==> src/rtl/pb_keystream_mailbox_if.sv <==
// Port bus bundle for the keystream mailbox: producer and consumer
// KCPSM3 port_id/out_port/in_port/strobes plus consumer interrupt.
// master: the two cores' side; slave: the mailbox hub.
interface pb_keystream_mailbox_if #(
    parameter int DATA_W = 8
);
    logic [7:0]        p_port_id;
    logic [DATA_W-1:0] p_out_port;
    logic              p_write_strobe;
    logic              p_read_strobe;
    logic [DATA_W-1:0] p_in_port;

    logic [7:0]        c_port_id;
    logic [DATA_W-1:0] c_out_port;
    logic              c_write_strobe;
    logic              c_read_strobe;
    logic [DATA_W-1:0] c_in_port;
    logic              c_interrupt;
    logic              c_interrupt_ack;

    modport master (
        output p_port_id, p_out_port, p_write_strobe, p_read_strobe,
        input  p_in_port,
        output c_port_id, c_out_port, c_write_strobe, c_read_strobe,
        output c_interrupt_ack,
        input  c_in_port, c_interrupt
    );

    modport slave (
        input  p_port_id, p_out_port, p_write_strobe, p_read_strobe,
        output p_in_port,
        input  c_port_id, c_out_port, c_write_strobe, c_read_strobe,
        input  c_interrupt_ack,
        output c_in_port, c_interrupt
    );
endinterface

==> src/rtl/pb_keystream_mailbox.sv <==
// I/O hub between a keystream producer core and a cipher consumer core.
// Ports: clk, reset (sync, active-high), bus (slave side of the port bus).
module pb_keystream_mailbox #(
    parameter int DATA_W     = 8,
    parameter int FIFO_DEPTH = 16,
    parameter int RAM_AW     = 4,
    parameter int IRQ_LEVEL  = 4
) (
    input  logic                  clk,
    input  logic                  reset,
    pb_keystream_mailbox_if.slave bus
);
    localparam int PW = $clog2(FIFO_DEPTH);
    localparam int CW = $clog2(FIFO_DEPTH + 1);
    localparam logic [CW-1:0] DEPTH_C = CW'(FIFO_DEPTH);
    localparam logic [CW-1:0] LEVEL_C = CW'(IRQ_LEVEL);
    localparam logic [7:0] STATUS_ADDR = 8'h40;
    localparam logic [7:0] COUNT_ADDR  = 8'h41;
    localparam logic [7:0] FIFO_ADDR   = 8'h80;
    localparam logic [7:0] CIPHER_ADDR = 8'hC0;

    logic [DATA_W-1:0] fifo_mem [FIFO_DEPTH];
    logic [DATA_W-1:0] ram [2**RAM_AW];

    logic [PW-1:0]     rd_ptr, wr_ptr;
    logic [CW-1:0]     count, count_next;
    logic              overflow, underflow, irq;
    logic [DATA_W-1:0] cipher_reg;
    logic [DATA_W-1:0] p_in_q, c_in_q;
    logic [DATA_W-1:0] p_rd_data, c_rd_data;
    logic [DATA_W-1:0] status, count_ext, head;

    logic empty, full;
    logic push_req, pop_req, cipher_wr, ram_sel;
    logic do_push, do_pop;
    logic ovf_set, unf_set, ovf_clr, unf_clr, crossing;
    logic unused_ok;

    assign unused_ok = bus.p_read_strobe;

    assign empty = (count == '0);
    assign full  = (count == DEPTH_C);
    assign head  = empty ? '0 : fifo_mem[rd_ptr];

    assign push_req  = bus.p_write_strobe && (bus.p_port_id == FIFO_ADDR);
    assign cipher_wr = bus.c_write_strobe && (bus.c_port_id == CIPHER_ADDR);
    assign pop_req   = cipher_wr ||
                       (bus.c_read_strobe && (bus.c_port_id == FIFO_ADDR));
    assign ram_sel   = (bus.c_port_id[7:RAM_AW] == '0);

    // A pop in the same cycle frees the slot a full-FIFO push needs.
    assign do_pop  = pop_req && !empty;
    assign do_push = push_req && (!full || do_pop);
    assign ovf_set = push_req && !do_push;
    assign unf_set = pop_req && empty;

    assign ovf_clr = (bus.p_write_strobe && bus.p_port_id == STATUS_ADDR
                      && bus.p_out_port[2]) ||
                     (bus.c_write_strobe && bus.c_port_id == STATUS_ADDR
                      && bus.c_out_port[2]);
    assign unf_clr = (bus.p_write_strobe && bus.p_port_id == STATUS_ADDR
                      && bus.p_out_port[3]) ||
                     (bus.c_write_strobe && bus.c_port_id == STATUS_ADDR
                      && bus.c_out_port[3]);

    assign count_next = count + CW'(do_push) - CW'(do_pop);
    assign crossing   = (count < LEVEL_C) && (count_next >= LEVEL_C);

    always_comb begin
        status      = '0;
        status[3:0] = {underflow, overflow, full, empty};
    end

    assign count_ext = DATA_W'(count);

    always_comb begin
        p_rd_data = '0;
        unique case (1'b1)
            bus.p_port_id == STATUS_ADDR: p_rd_data = status;
            bus.p_port_id == COUNT_ADDR:  p_rd_data = count_ext;
            default: ;
        endcase
    end

    always_comb begin
        c_rd_data = '0;
        unique case (1'b1)
            bus.c_port_id == STATUS_ADDR: c_rd_data = status;
            bus.c_port_id == COUNT_ADDR:  c_rd_data = count_ext;
            bus.c_port_id == FIFO_ADDR:   c_rd_data = head;
            bus.c_port_id == CIPHER_ADDR: c_rd_data = cipher_reg;
            ram_sel: c_rd_data = ram[bus.c_port_id[RAM_AW-1:0]];
            default: ;
        endcase
    end

    // Storage arrays carry no reset; pointers/count define validity.
    always_ff @(posedge clk) begin
        if (!reset && do_push)
            fifo_mem[wr_ptr] <= bus.p_out_port;
        if (!reset && bus.c_write_strobe && ram_sel)
            ram[bus.c_port_id[RAM_AW-1:0]] <= bus.c_out_port;
    end

    always_ff @(posedge clk) begin
        if (reset) begin
            rd_ptr     <= '0;
            wr_ptr     <= '0;
            count      <= '0;
            overflow   <= 1'b0;
            underflow  <= 1'b0;
            irq        <= 1'b0;
            cipher_reg <= '0;
            p_in_q     <= '0;
            c_in_q     <= '0;
        end else begin
            if (do_push) wr_ptr <= wr_ptr + 1'b1;
            if (do_pop)  rd_ptr <= rd_ptr + 1'b1;
            count <= count_next;
            // Sticky set outranks a same-cycle write-1-to-clear.
            overflow  <= ovf_set || (overflow && !ovf_clr);
            underflow <= unf_set || (underflow && !unf_clr);
            irq <= crossing || (irq && !bus.c_interrupt_ack);
            if (cipher_wr)
                cipher_reg <= bus.c_out_port ^ head;
            p_in_q <= p_rd_data;
            c_in_q <= c_rd_data;
        end
    end

    assign bus.p_in_port   = p_in_q;
    assign bus.c_in_port   = c_in_q;
    assign bus.c_interrupt = irq;
endmodule

==> src/flat_wrapper.sv <==
// flat-port wrapper written by rule: the top's interface ports become plain ports
module pb_keystream_mailbox_flat 
#(
    parameter int DATA_W     = 8,
    parameter int FIFO_DEPTH = 16,
    parameter int RAM_AW     = 4,
    parameter int IRQ_LEVEL  = 4
)
  (clk, reset, bus_p_port_id, bus_p_out_port, bus_p_write_strobe, bus_p_read_strobe, bus_p_in_port, bus_c_port_id, bus_c_out_port, bus_c_write_strobe, bus_c_read_strobe, bus_c_interrupt_ack, bus_c_in_port, bus_c_interrupt);
  pb_keystream_mailbox_if #(.DATA_W(DATA_W)) bus_i ();
  input  logic clk;
  input  logic reset;
  input wire logic [$bits(bus_i.p_port_id)-1:0] bus_p_port_id;
  input wire logic [$bits(bus_i.p_out_port)-1:0] bus_p_out_port;
  input wire logic [$bits(bus_i.p_write_strobe)-1:0] bus_p_write_strobe;
  input wire logic [$bits(bus_i.p_read_strobe)-1:0] bus_p_read_strobe;
  output wire logic [$bits(bus_i.p_in_port)-1:0] bus_p_in_port;
  input wire logic [$bits(bus_i.c_port_id)-1:0] bus_c_port_id;
  input wire logic [$bits(bus_i.c_out_port)-1:0] bus_c_out_port;
  input wire logic [$bits(bus_i.c_write_strobe)-1:0] bus_c_write_strobe;
  input wire logic [$bits(bus_i.c_read_strobe)-1:0] bus_c_read_strobe;
  input wire logic [$bits(bus_i.c_interrupt_ack)-1:0] bus_c_interrupt_ack;
  output wire logic [$bits(bus_i.c_in_port)-1:0] bus_c_in_port;
  output wire logic [$bits(bus_i.c_interrupt)-1:0] bus_c_interrupt;
  assign bus_i.p_port_id = bus_p_port_id;
  assign bus_i.p_out_port = bus_p_out_port;
  assign bus_i.p_write_strobe = bus_p_write_strobe;
  assign bus_i.p_read_strobe = bus_p_read_strobe;
  assign bus_p_in_port = bus_i.p_in_port;
  assign bus_i.c_port_id = bus_c_port_id;
  assign bus_i.c_out_port = bus_c_out_port;
  assign bus_i.c_write_strobe = bus_c_write_strobe;
  assign bus_i.c_read_strobe = bus_c_read_strobe;
  assign bus_i.c_interrupt_ack = bus_c_interrupt_ack;
  assign bus_c_in_port = bus_i.c_in_port;
  assign bus_c_interrupt = bus_i.c_interrupt;
  pb_keystream_mailbox #(.DATA_W(DATA_W), .FIFO_DEPTH(FIFO_DEPTH), .RAM_AW(RAM_AW), .IRQ_LEVEL(IRQ_LEVEL)) u_core (.clk(clk), .reset(reset), .bus(bus_i));
endmodule
==> config.mk <==
export PLATFORM = sky130hd
export DESIGN_NAME = pb_keystream_mailbox_flat
export DESIGN_NICKNAME = d
export VERILOG_FILES = /design/src/rtl/pb_keystream_mailbox_if.sv /design/src/rtl/pb_keystream_mailbox.sv /design/src/flat_wrapper.sv
export SDC_FILE = /design/constraint.sdc
export NUM_CORES = 1
export LEC_CHECK = 0
export ABC_AREA = 1
export CORE_ASPECT_RATIO = 0.9
export CORE_UTILIZATION = 50
export DETAILED_ROUTE_END_ITERATION = 8
export PLACE_DENSITY = 0.71
export SYNTH_ARGS = -nofsm -noshare
export SYNTH_HDL_FRONTEND = slang
export SYNTH_SLANG_ARGS = --single-unit
export TNS_END_PERCENT = 100
==> constraint.sdc <==
create_clock -name clk -period 4.7 [get_ports clk]
set_input_delay 0.705 -clock clk [delete_from_list [all_inputs] [get_ports clk]]
set_output_delay 0.705 -clock clk [all_outputs]
set_load 0.01 [all_outputs]
==> out/results.env, run 1 <==
SETUP.REG_TO_REG.WORST_SLACK_PS=1770
SETUP_VIOL=0
SYNTHESIS.AREA_UM2=12870
FINAL.PERIOD_UTILIZATION_PCT=68.82
CTS_TREE='done'
MEAN_AREA_PER_SYNTHESIZED_CELL_UM2=10.31
YS_TYPES=38
P_PER_AREA_nW_PER_UM2=375.0
FIN_UTIL_PCT=57.53
WL_UM=28580
FINALCLOCKSKEW_PS=20.13
CTSROOTBUFFERMASTER='sky130_fd_sc_hd__clkbuf_16'
GROUTE.USAGE.OVERALL_PCT=22.02
FINAL_MAX_SLEW_VIOL_COUNT=0
POWER_mW=5.433
DRT_FIRST_PASS_ITERS=5
CORE_REGION_AREA_UM2=25190
SYNTH.FF_LATCH_COUNT=297
FINAL.SETUP.WORST_SLACK_PS=1465
DIEAREA_UM2=26380
DIE_H_UM=154.2
FIN_HOLD_WS_PS=484.0
GRT_ANTENNA_BEFORE_REPAIR=0
ENDPOINT_KIND='flop'
NUMBER_OF_GLOBAL_ROUTE_VIAS_BEFORE_REPAIR=8103
MAX_CAP_VIOL_COUNT=0
MAXIMUM_NUMBER_OF_PINS_ON_ONE_NET_BEFORE_GLOBAL_ROUTE_REPAIR=69
OUTCOME='completed'
CTS.SINK_COUNT=297
PLACEMENT.IO_BUFFERS=51
CTS-BUFFERS-INSERTED=30
GRT_REMAINING_OVERFLOW=0
LEAKAGE_POWER_SUMMED_OVER_ALL_CELLS_nW=5.450
DRT_ITER0_MARKERS=762
TOP_USAGE_LAYER='met2'
GP_CONGESTION=0.8269
N_FILL_CELL=2161
VDD_IR_DROP_MAX_mV=0.5053
DETAIL_ROUTE.VIAS_PER_CELL=5.345
WORST-PATH-MAX-FANOUT=7
SETUP_TNS_PS=0
SYNTH.YOSYS.SEQ_AREA_SHARE_PCT=66.13
ANTENNA_CELLS=0
WORST_SETUP_PATH_START_KIND='input pin'
CTS_REPAIR_RESIZES=0
CTS-HOLD-FIX-BUFFERS=0
FINALHOLDVIOLATIONS=0
WIRE_PER_INST_UM=17.30
TIMING_WORST_SLEW_PIN_VALUE_PS=1195
LAYOUT-DRIVE-GT1-SHARE_PCT=6.489
POST_CTS.REPAIR.SETUP_BUFFERS=0
MIN_PERIOD_PS=3235
DRT.ANTENNA.VIOLATING_NETS=0
DIE_X_UM=171.1
INITIAL_CORE_UTIL_PCT=51.08
HPWL_UM=17540
WORST_SKEW_PAIR.LATE_LATENCY_PS=570
GRT_FIRST_PASS_WIRELENGTH_UM=44480
ROUTED-VIA-COUNT=8830
GRTUSAGEMET1_PCT=31.43
PRE_CTS_SLACK_PS=849.8
MAXCLOCKFREQUENCY_GHz=0.3091
CTS_MAX_PATH_BUFFERS=3
CRIT_REQUIRED_PS=5140
WORST_HOLD_PATH_TYPE='reg2reg'
YS.WARNINGS.COUNT=0
ARRIVAL_PS=3680
CLOCK_PIN_SLEW_ON_THE_WORST_SETUP_AND_HOLD_PATHS_PS=60
USE_MET3_PCT=3.301
CTS_HTREE_LEVELS=1
DESIGN.FINAL.NETS=1339
AREA_GROWTH_PCT=12.62
MET2_USE_GR_PCT=34.63
MAXSLEWHEADROOM_PCT=20.23
IO-PIN-COUNT=56
GRT_SETUP_UNREPAIRED='no'
DRCVIOLATIONCOUNT=0
SITE_ROWS=55
POST_SYNTHESIS_INSTANCE_TOTAL=1248
TIMING.SETUP.CRITICAL_PATH_CLASS='in2reg'
## cells in the mapped netlist, drive strengths merged
cell | count | area [um2]
o21ai | 6 | 30.03
conb | 1 | 3.750
nor2 | 92 | 367.8
and3 | 1 | 6.260
dfxtp | 41 | 820.8
nor3 | 6 | 46.30
nor4 | 3 | 33.78
nand3b | 1 | 7.510
xor2 | 4 | 35.03
xnor2 | 2 | 17.52
a21oi | 28 | 140.1
clkinv | 1 | 3.750
inv | 56 | 220.2
nand3 | 191 | 983.4
nand4 | 12 | 81.33
fa | 1 | 20.02
buf | 53 | 369.1
edfxtp | 256 | 7687
nand2 | 475 | 1810
ha | 13 | 162.7
clkbuf | 5 | 18.77
## area by class of cell
| class | instances | area (um2) | share of cell area [%] |
|---|---|---|---|
| Timing Repair Buffer | 62 | 583.1 | 4.024 |
| Tap cell | 342 | 427.9 | 2.953 |
| Clock inverter | 16 | 183.9 | 1.269 |
| Inverter | 57 | 224.0 | 1.546 |
| Clock buffer | 40 | 808.3 | 5.578 |
| Sequential cell | 297 | 8509 | 58.73 |
| Multi-Input combinational cell | 838 | 3754 | 25.90 |
## routing by layer
metal,share of wire (%),vias to the layer above
met5,0,-
met4,2.7,0
met3,7.4,52
met2,47,327
met1,43,4167
li1,-,4284
## worst max-delay path: stages
cell and delay, ps:
sky130_fd_sc_hd__clkdlybuf4s50_1 500, sky130_fd_sc_hd__nor2_2 210, sky130_fd_sc_hd__nand2_4 100, sky130_fd_sc_hd__nor4_4 320, sky130_fd_sc_hd__nand2_1 90, sky130_fd_sc_hd__a21oi_1 140, sky130_fd_sc_hd__ha_1 240, sky130_fd_sc_hd__inv_1 60
sky130_fd_sc_hd__ha_1 160, sky130_fd_sc_hd__inv_1 60, sky130_fd_sc_hd__fa_1 430, sky130_fd_sc_hd__o21ai_0 230, sky130_fd_sc_hd__xor2_1 200, sky130_fd_sc_hd__nand3_1 90, sky130_fd_sc_hd__nand3_1 70, sky130_fd_sc_hd__a21oi_1 60
## power breakdown
group / switching (mW) / internal, mW / total, mW
clock network: 0.987 / 1.38 / 2.37
registers: 0.000721 / 2.86 / 2.86
logic: 0.144 / 0.0604 / 0.204
## cell families (layout without fill, tap and decap cells)
family / Yosys count / in the layout / share of synthesized area [%]
AND/OR/NAND/NOR: 781 / 781 / 25.94
flip-flops: 297 / 297 / 66.13
buffers and inverters: 115 / 175 / 4.755
AO/OA/AOI/OAI: 34 / 34 / 1.323
adder cells (fa/ha/maj): 14 / 14 / 1.420
XOR/XNOR: 6 / 6 / 0.4084
other: 1 / 3 / 0.02915
## final timing paths
check,cells past startpoint,startpoint,end
worst max-delay path,16,bus_c_port_id[2],u_core.bus.c_interrupt$_SDFF_PP0_
worst min-delay path,2,u_core.bus.c_interrupt$_SDFF_PP0_,u_core.bus.c_interrupt$_SDFF_PP0_
worst max register to register,15,u_core.count[3]$_SDFF_PP0_,u_core.bus.c_interrupt$_SDFF_PP0_
worst min register to register,2,u_core.bus.c_interrupt$_SDFF_PP0_,u_core.bus.c_interrupt$_SDFF_PP0_
## through the flow
stage                     instances  instance area [um2]
after floorplan                1250                12870
after global placement         1596                13500
after detailed placement       1596                13500
after CTS                      1652                14490
after global routing           1652                14490
final                          1652                14490
## layout by cell type, fill, tap and decap left out, types with 3 or more instances in the layout
cell | Yosys | layout
sky130_fd_sc_hd__nand2_1 | 470 | 470
sky130_fd_sc_hd__clkbuf_1 | 5 | 8
sky130_fd_sc_hd__nor2_2 | 3 | 3
sky130_fd_sc_hd__inv_2 | 6 | 6
sky130_fd_sc_hd__nor2_1 | 87 | 87
sky130_fd_sc_hd__clkinv_2 | 0 | 6
sky130_fd_sc_hd__o21ai_0 | 4 | 4
sky130_fd_sc_hd__edfxtp_1 | 256 | 256
sky130_fd_sc_hd__bufinv_16 | 0 | 3
sky130_fd_sc_hd__buf_4 | 15 | 11
sky130_fd_sc_hd__nand2_4 | 3 | 3
sky130_fd_sc_hd__a21oi_1 | 28 | 28
sky130_fd_sc_hd__xor2_1 | 4 | 4
sky130_fd_sc_hd__clkinv_1 | 1 | 5
sky130_fd_sc_hd__nor3_1 | 4 | 4
sky130_fd_sc_hd__nand4_1 | 11 | 11
sky130_fd_sc_hd__inv_1 | 47 | 47
sky130_fd_sc_hd__ha_1 | 13 | 13
sky130_fd_sc_hd__clkbuf_16 | 0 | 30
sky130_fd_sc_hd__nand3_1 | 187 | 187
sky130_fd_sc_hd__clkdlybuf4s50_1 | 0 | 49
sky130_fd_sc_hd__nand3_2 | 3 | 3
sky130_fd_sc_hd__dfxtp_1 | 41 | 40
sky130_fd_sc_hd__conb_1 | 1 | 3
Note: power is estimated with default switching activity, not from simulation.
==> inputs of run 2 (changes only) <==
==> constraint.sdc (replaced) <==
create_clock -name clk -period 3.25 [get_ports clk]
set_input_delay 0.4875 -clock clk [delete_from_list [all_inputs] [get_ports clk]]
set_output_delay 0.4875 -clock clk [all_outputs]
set_load 0.01 [all_outputs]
==> out/results.env, run 2 (synthesized netlist as in run 1, its figures left out) <==
FINALHOLDVIOLATIONS=0
DRT.ANTENNA.VIOLATING_NETS=0
MOSTFREQUENTLAYOUTCELL='sky130_fd_sc_hd__nand2_1'
ROUTED-VIA-COUNT=9042
MIN_PERIOD_PS=2740
WL_UM=29240
N_FILL_CELL=2080
WORST_PATH_LARGEST_CELL_DELAY_PS=430
FINALCLOCKSKEW_PS=17.98
REG2REGPATHDEPTH=15
CRITICAL_PATH_BUF_INV_COUNT=3
SITE_ROWS=55
FINAL.SETUP.WORST_SLACK_PS=510.5
VDD_IR_DROP_MAX_mV=0.4795
CLOCK_PIN_SLEW_ON_THE_WORST_SETUP_AND_HOLD_PATHS_PS=60
DRT_FIRST_PASS_ITERS=5
WIRE_PER_INST_UM=17.13
SETUP.REG_TO_REG.WORST_SLACK_PS=510
CRIT_PATH_CELL_COUNT=16
CRIT_PATH_CELL_TRACE='clkdlybuf4s50_1, nor2_2, nand2_4, nor4_4, nand2_1, a21oi_1, ha_1, inv_1, ha_1, inv_1, fa_1, o21ai_0, xor2_1, nand3_1, nand3_1, a21oi_1'
ARRIVAL_PS=3180
WORST_SETUP_PATH_START_KIND='input pin'
POSTPLACECELLAREA_UM2=13900
CRITICAL-PATH-SLOWEST-CELL='sky130_fd_sc_hd__clkdlybuf4s50_1'
CTSROOTBUFFERMASTER='sky130_fd_sc_hd__clkbuf_16'
MAXIMUM_NUMBER_OF_PINS_ON_ONE_NET_BEFORE_GLOBAL_ROUTE_REPAIR=69
LEAKAGE_POWER_SUMMED_OVER_ALL_CELLS_nW=5.712
MULTI_INPUT_COMB_AREA_UM2=3754
ANTENNA_CELLS=0
POST_CTS.REPAIR.SETUP_BUFFERS=0
DRCVIOLATIONCOUNT=0
CTS_HTREE_LEVELS=1
LAYOUT-DRIVE-GT1-SHARE_PCT=9.817
AREA_TAKEN_BY_FLIP_FLOPS_AND_LATCHES_UM2=8509
DIE_X_UM=171.1
NUMBER_OF_GLOBAL_ROUTE_VIAS_BEFORE_REPAIR=8290
WORST_HOLD_PATH_TYPE='reg2reg'
MAXCLOCKFREQUENCY_GHz=0.3650
FINAL.PERIOD_UTILIZATION_PCT=84.29
CTS-BUFFERS-INSERTED=31
GRT_ANTENNA_BEFORE_REPAIR=0
R2R-START='u_core.count[2]$_SDFF_PP0_'
FINAL_MAX_SLEW_VIOL_COUNT=0
DIEAREA_UM2=26380
DETAIL_ROUTE.VIAS_PER_CELL=5.297
DP.CELLS=1650
WORST-PATH-MAX-FANOUT=2
CRITICAL_PATH.ENDPOINT='u_core.bus.c_interrupt$_SDFF_PP0_'
DESIGN.FINAL.NETS=1394
AREA_GROWTH_PCT=15.53
FIN_UTIL_PCT=59.02
WORST_SKEW_PAIR.LATE_LATENCY_PS=570
FINAL-INSTANCE-COUNT-EXCL-FILL=1707
HPWL_UM=18060
LAYOUT_COMMON_CELLS='sky130_fd_sc_hd__nand2_1 (470), sky130_fd_sc_hd__edfxtp_1 (256), sky130_fd_sc_hd__nand3_1 (187)'
PLACEMENT.IO_BUFFERS=51
IO-PIN-COUNT=56
RR_ENDPOINT='u_core.bus.c_interrupt$_SDFF_PP0_'
GRT_FIRST_PASS_WIRELENGTH_UM=45830
P_PER_AREA_nW_PER_UM2=523.1
TIMING.HOLD.WORST.START='u_core.bus.c_interrupt$_SDFF_PP0_'
CTS.SINK_COUNT=297
PRE_CTS_SLACK_PS=-100.7
GROUTE.USAGE.OVERALL_PCT=22.67
CTS-HOLD-FIX-BUFFERS=0
CTS_TREE='done'
ENDPOINT_KIND='flop'
CTS_REPAIR_RESIZES=0
SETUP_VIOL=0
STARTPOINT='bus_c_port_id[2]'
GRT_REMAINING_OVERFLOW=0
AREA_OF_ALL_PLACED_CELLS_WITHOUT_FILLERS_UM2=14860
MAX_CAP_VIOL_COUNT=0
CTS_MAX_PATH_BUFFERS=3
CRIT_FAMILY='adder cells'
DRT_ITER0_MARKERS=976
GP_CONGESTION=0.8400
TIMING.SETUP.CRITICAL_PATH_CLASS='in2reg'
TIMING_WORST_SLEW_PIN_VALUE_PS=1166
DIE_H_UM=154.2
MAXSLEWHEADROOM_PCT=22.21
INITIAL_CORE_UTIL_PCT=51.08
OUTCOME='completed'
FIN_HOLD_WS_PS=464.0
GRT_SETUP_UNREPAIRED='no'
CRIT_REQUIRED_PS=3690
CORE_REGION_AREA_UM2=25190
[run 2: through the flow]
| stage | setup TNS (ps) | power, mW |
|---|---|---|
| 4_1_cts | 0 | 7.808 |
| 3_5_place_dp | -120.0 | 4.528 |
| 5_1_grt | 0 | 7.998 |
| 6_report | 0 | 7.776 |
| 2_1_floorplan | 0 | 4.370 |
| 3_3_place_gp | -34.94 | 4.522 |
[run 2: where the power goes]
group | switching, mW | internal [mW] | total, mW
Clock | 1.43 | 1.90 | 3.33
Combinational | 0.212 | 0.0977 | 0.310
Sequential | 0.00100 | 4.14 | 4.14
[run 2: cell type report]
type | count | area share [%]
clock buffer | 34 | 5.295
clock inverter | 23 | 1.170
inverter | 57 | 1.507
multi-input combinational | 838 | 25.25
sequential | 297 | 57.25
tap | 342 | 2.879
timing repair buffer | 116 | 6.650
[run 2: metal layers]
metal / wire length (um) / vias to the layer above / global-route usage, %
li1: - / 4390 / -
met1: 12680 / 4287 / 32.33
met2: 13930 / 318 / 36.95
met3: 2007 / 47 / 2.789
met4: 633 / 0 / 5.867
met5: 0 / - / 0
[run 2: tightest hold or removal path, cell delays in order, from the launching register on]
cell and delay [ps]:
sky130_fd_sc_hd__dfxtp_1 310, sky130_fd_sc_hd__nand2_1 60, sky130_fd_sc_hd__a21oi_1 50
[run 2: how the worst min path moves through the flow]
stage | endpoint | slack [ps] | cells after the start
global route | u_core.bus.c_interrupt$_SDFF_PP0_ | 480 | 2
CTS | u_core.bus.c_interrupt$_SDFF_PP0_ | 470 | 2
floorplan | u_core.bus.p_in_port[0]$_SDFF_PP0_ | 450 | 2
global placement | u_core.bus.c_interrupt$_SDFF_PP0_ | 460 | 2
detailed placement | u_core.bus.c_interrupt$_SDFF_PP0_ | 460 | 2
finish | u_core.bus.c_interrupt$_SDFF_PP0_ | 460 | 2
==> inputs of run 3 (changes only) <==
==> constraint.sdc (replaced) <==
create_clock -name clk -period 2.8 [get_ports clk]
set_input_delay 0.42 -clock clk [delete_from_list [all_inputs] [get_ports clk]]
set_output_delay 0.42 -clock clk [all_outputs]
set_load 0.01 [all_outputs]
==> out/results.env, run 3 (synthesized netlist as in run 1, its figures left out) <==
TIMING.SETUP.CRITICAL_PATH_CLASS='reg2reg'
MOSTFREQUENTLAYOUTCELL='sky130_fd_sc_hd__nand2_1'
VDD_IR_DROP_MAX_mV=0.5003
LEAKAGE_POWER_SUMMED_OVER_ALL_CELLS_nW=5.815
IO-PIN-COUNT=56
FINAL-INSTANCE-COUNT-EXCL-FILL=1722
GRT_SETUP_UNREPAIRED='no'
DRT.ANTENNA.VIOLATING_NETS=0
WL_UM=29510
RR_ENDPOINT='u_core.bus.c_interrupt$_SDFF_PP0_'
FINAL.PERIOD_UTILIZATION_PCT=93.60
REG2REGPATHDEPTH=15
USE_MET3_PCT=3.838
DIE_H_UM=154.2
LAYOUT-DRIVE-GT1-SHARE_PCT=11.23
SETUP_TNS_PS=0
AREA_GROWTH_PCT=16.78
MAX_CAP_VIOL_COUNT=0
MAXIMUM_NUMBER_OF_PINS_ON_ONE_NET_BEFORE_GLOBAL_ROUTE_REPAIR=69
DESIGN.FINAL.NETS=1409
SITE_ROWS=55
FINAL.SETUP.WORST_SLACK_PS=179.1
WORST_HOLD_PATH_TYPE='reg2reg'
GP_CONGESTION=0.9079
WORST-PATH-MAX-FANOUT=4
PRE_CTS_SLACK_PS=-499.5
CTS.SINK_COUNT=297
CTS-BUFFERS-INSERTED=30
CTS_TREE='done'
P_PER_AREA_nW_PER_UM2=602.0
ROUTED-VIA-COUNT=9176
OUTCOME='completed'
WIRE_PER_INST_UM=17.14
HPWL_UM=18800
WORST_SKEW_PAIR.LATE_LATENCY_PS=570
FIN_HOLD_WS_PS=479.8
MIN_PERIOD_PS=2621
ENDPOINT_KIND='flop'
CORE_REGION_AREA_UM2=25190
TIMING_WORST_SLEW_PIN_VALUE_PS=1178
TOP_USAGE_LAYER='met2'
DIEAREA_UM2=26380
CRIT_REQUIRED_PS=3250
WORST_SETUP_PATH_START_KIND='flop'
DIE_X_UM=171.1
MET2_USE_GR_PCT=35.97
PLACEMENT.IO_BUFFERS=51
GROUTE.USAGE.OVERALL_PCT=22.85
GRTUSAGEMET1_PCT=32.35
POST_CTS.REPAIR.SETUP_BUFFERS=0
TIMING.HOLD.WORST_ENDPOINT='u_core.bus.c_interrupt$_SDFF_PP0_'
MAXSLEWHEADROOM_PCT=21.40
CTSROOTBUFFERMASTER='sky130_fd_sc_hd__clkbuf_16'
ANTENNA_CELLS=0
CLOCK_PIN_SLEW_ON_THE_WORST_SETUP_AND_HOLD_PATHS_PS=60
FINAL_MAX_SLEW_VIOL_COUNT=0
GRT_REMAINING_OVERFLOW=0
NUMBER_OF_GLOBAL_ROUTE_VIAS_BEFORE_REPAIR=8594
POSTPLACECELLAREA_UM2=14060
DETAIL_ROUTE.VIAS_PER_CELL=5.329
LAYOUT_COMMON_CELLS='sky130_fd_sc_hd__nand2_1 (470), sky130_fd_sc_hd__edfxtp_1 (256), sky130_fd_sc_hd__nand3_1 (187)'
GRT_FIRST_PASS_WIRELENGTH_UM=46130
INITIAL_CORE_UTIL_PCT=51.08
TIMING.HOLD.WORST_PATH_DEPTH=2
ARRIVAL_PS=3070
DRT_ITER0_MARKERS=750
AREA_OF_ALL_PLACED_CELLS_WITHOUT_FILLERS_UM2=15020
DRT_FIRST_PASS_ITERS=6
N_FILL_CELL=2074
R2R-START='u_core.count[3]$_SDFF_PP0_'
FINALCLOCKSKEW_PS=29.71
DRCVIOLATIONCOUNT=0
TIMING.HOLD.WORST.START='u_core.bus.c_interrupt$_SDFF_PP0_'
FINALHOLDVIOLATIONS=0
SETUP_VIOL=0
CTS_MAX_PATH_BUFFERS=3
MAXCLOCKFREQUENCY_GHz=0.3815
CTS_HTREE_LEVELS=1
DP.CELLS=1666
GRT_ANTENNA_BEFORE_REPAIR=0
SETUP.REG_TO_REG.WORST_SLACK_PS=180
-- run 3: layout make-up --
| cell class | count | area (um2) | area share (%) |
|---|---|---|---|
| flip-flops and latches | 297 | 8509 | 56.64 |
| multi-input cells | 838 | 3759 | 25.02 |
| repair buffers | 132 | 1146 | 7.628 |
| clock buffers | 38 | 800.8 | 5.330 |
| well taps | 342 | 427.9 | 2.848 |
| inverters | 57 | 224.0 | 1.491 |
| clock inverters | 18 | 157.7 | 1.049 |
-- run 3: where the power goes --
part | total, mW | internal [mW] | switching [mW]
clock | 3.86 | 2.21 | 1.65
sequential | 4.80 | 4.80 | 0.00116
combinational | 0.383 | 0.128 | 0.255
total | 9.04 | 7.14 | 1.90
-- run 3: metrics by stage --
stage / total power [mW] / util [%]
final: 9.045 / 59.65
after global placement: 5.268 / 55.83
after global routing: 9.276 / 59.65
after detailed placement: 5.275 / 55.83
after floorplan: 5.072 / -
after CTS: 9.087 / 59.63
-- run 3: repair_timing --
item	CTS	global route
setup endpoints to repair	0	1
hold buffers	0	0
resized for setup	0	2
-- run 3: critical path, stage by stage (launching register included) --
cell	delay [ps]
sky130_fd_sc_hd__dfxtp_1	330
sky130_fd_sc_hd__inv_1	130
sky130_fd_sc_hd__ha_1	170
sky130_fd_sc_hd__nand3_1	90
sky130_fd_sc_hd__nor2_1	140
sky130_fd_sc_hd__a21oi_1	60
sky130_fd_sc_hd__ha_1	280
sky130_fd_sc_hd__inv_1	50
sky130_fd_sc_hd__ha_1	160
sky130_fd_sc_hd__inv_1	60
sky130_fd_sc_hd__fa_1	410
sky130_fd_sc_hd__o21ai_1	170
sky130_fd_sc_hd__xor2_1	200
sky130_fd_sc_hd__nand3_1	90
sky130_fd_sc_hd__nand3_1	80
sky130_fd_sc_hd__a21oi_1	60
-- run 3: per-layer routing --
layer  vias up  wire [um]
met5         -          0
met4         0        898
met3        66       2183
met2       308      13800
met1      4382      12630
li1       4420          -
-- run 3: worst max-delay path by stage --
stage,slack [ps],startpoint,depth (start not counted),endpoint
detailed placement,-500,bus_c_port_id[2],16,u_core.bus.c_interrupt$_SDFF_PP0_
CTS,80,bus_c_port_id[2],16,u_core.bus.c_interrupt$_SDFF_PP0_
floorplan,2,bus_c_port_id[0],16,u_core.bus.c_interrupt$_SDFF_PP0_
global placement,-410,bus_c_port_id[2],16,u_core.bus.c_interrupt$_SDFF_PP0_
global route,0.05,u_core.count[3]$_SDFF_PP0_,15,u_core.bus.c_interrupt$_SDFF_PP0_
finish,180,u_core.count[3]$_SDFF_PP0_,15,u_core.bus.c_interrupt$_SDFF_PP0_
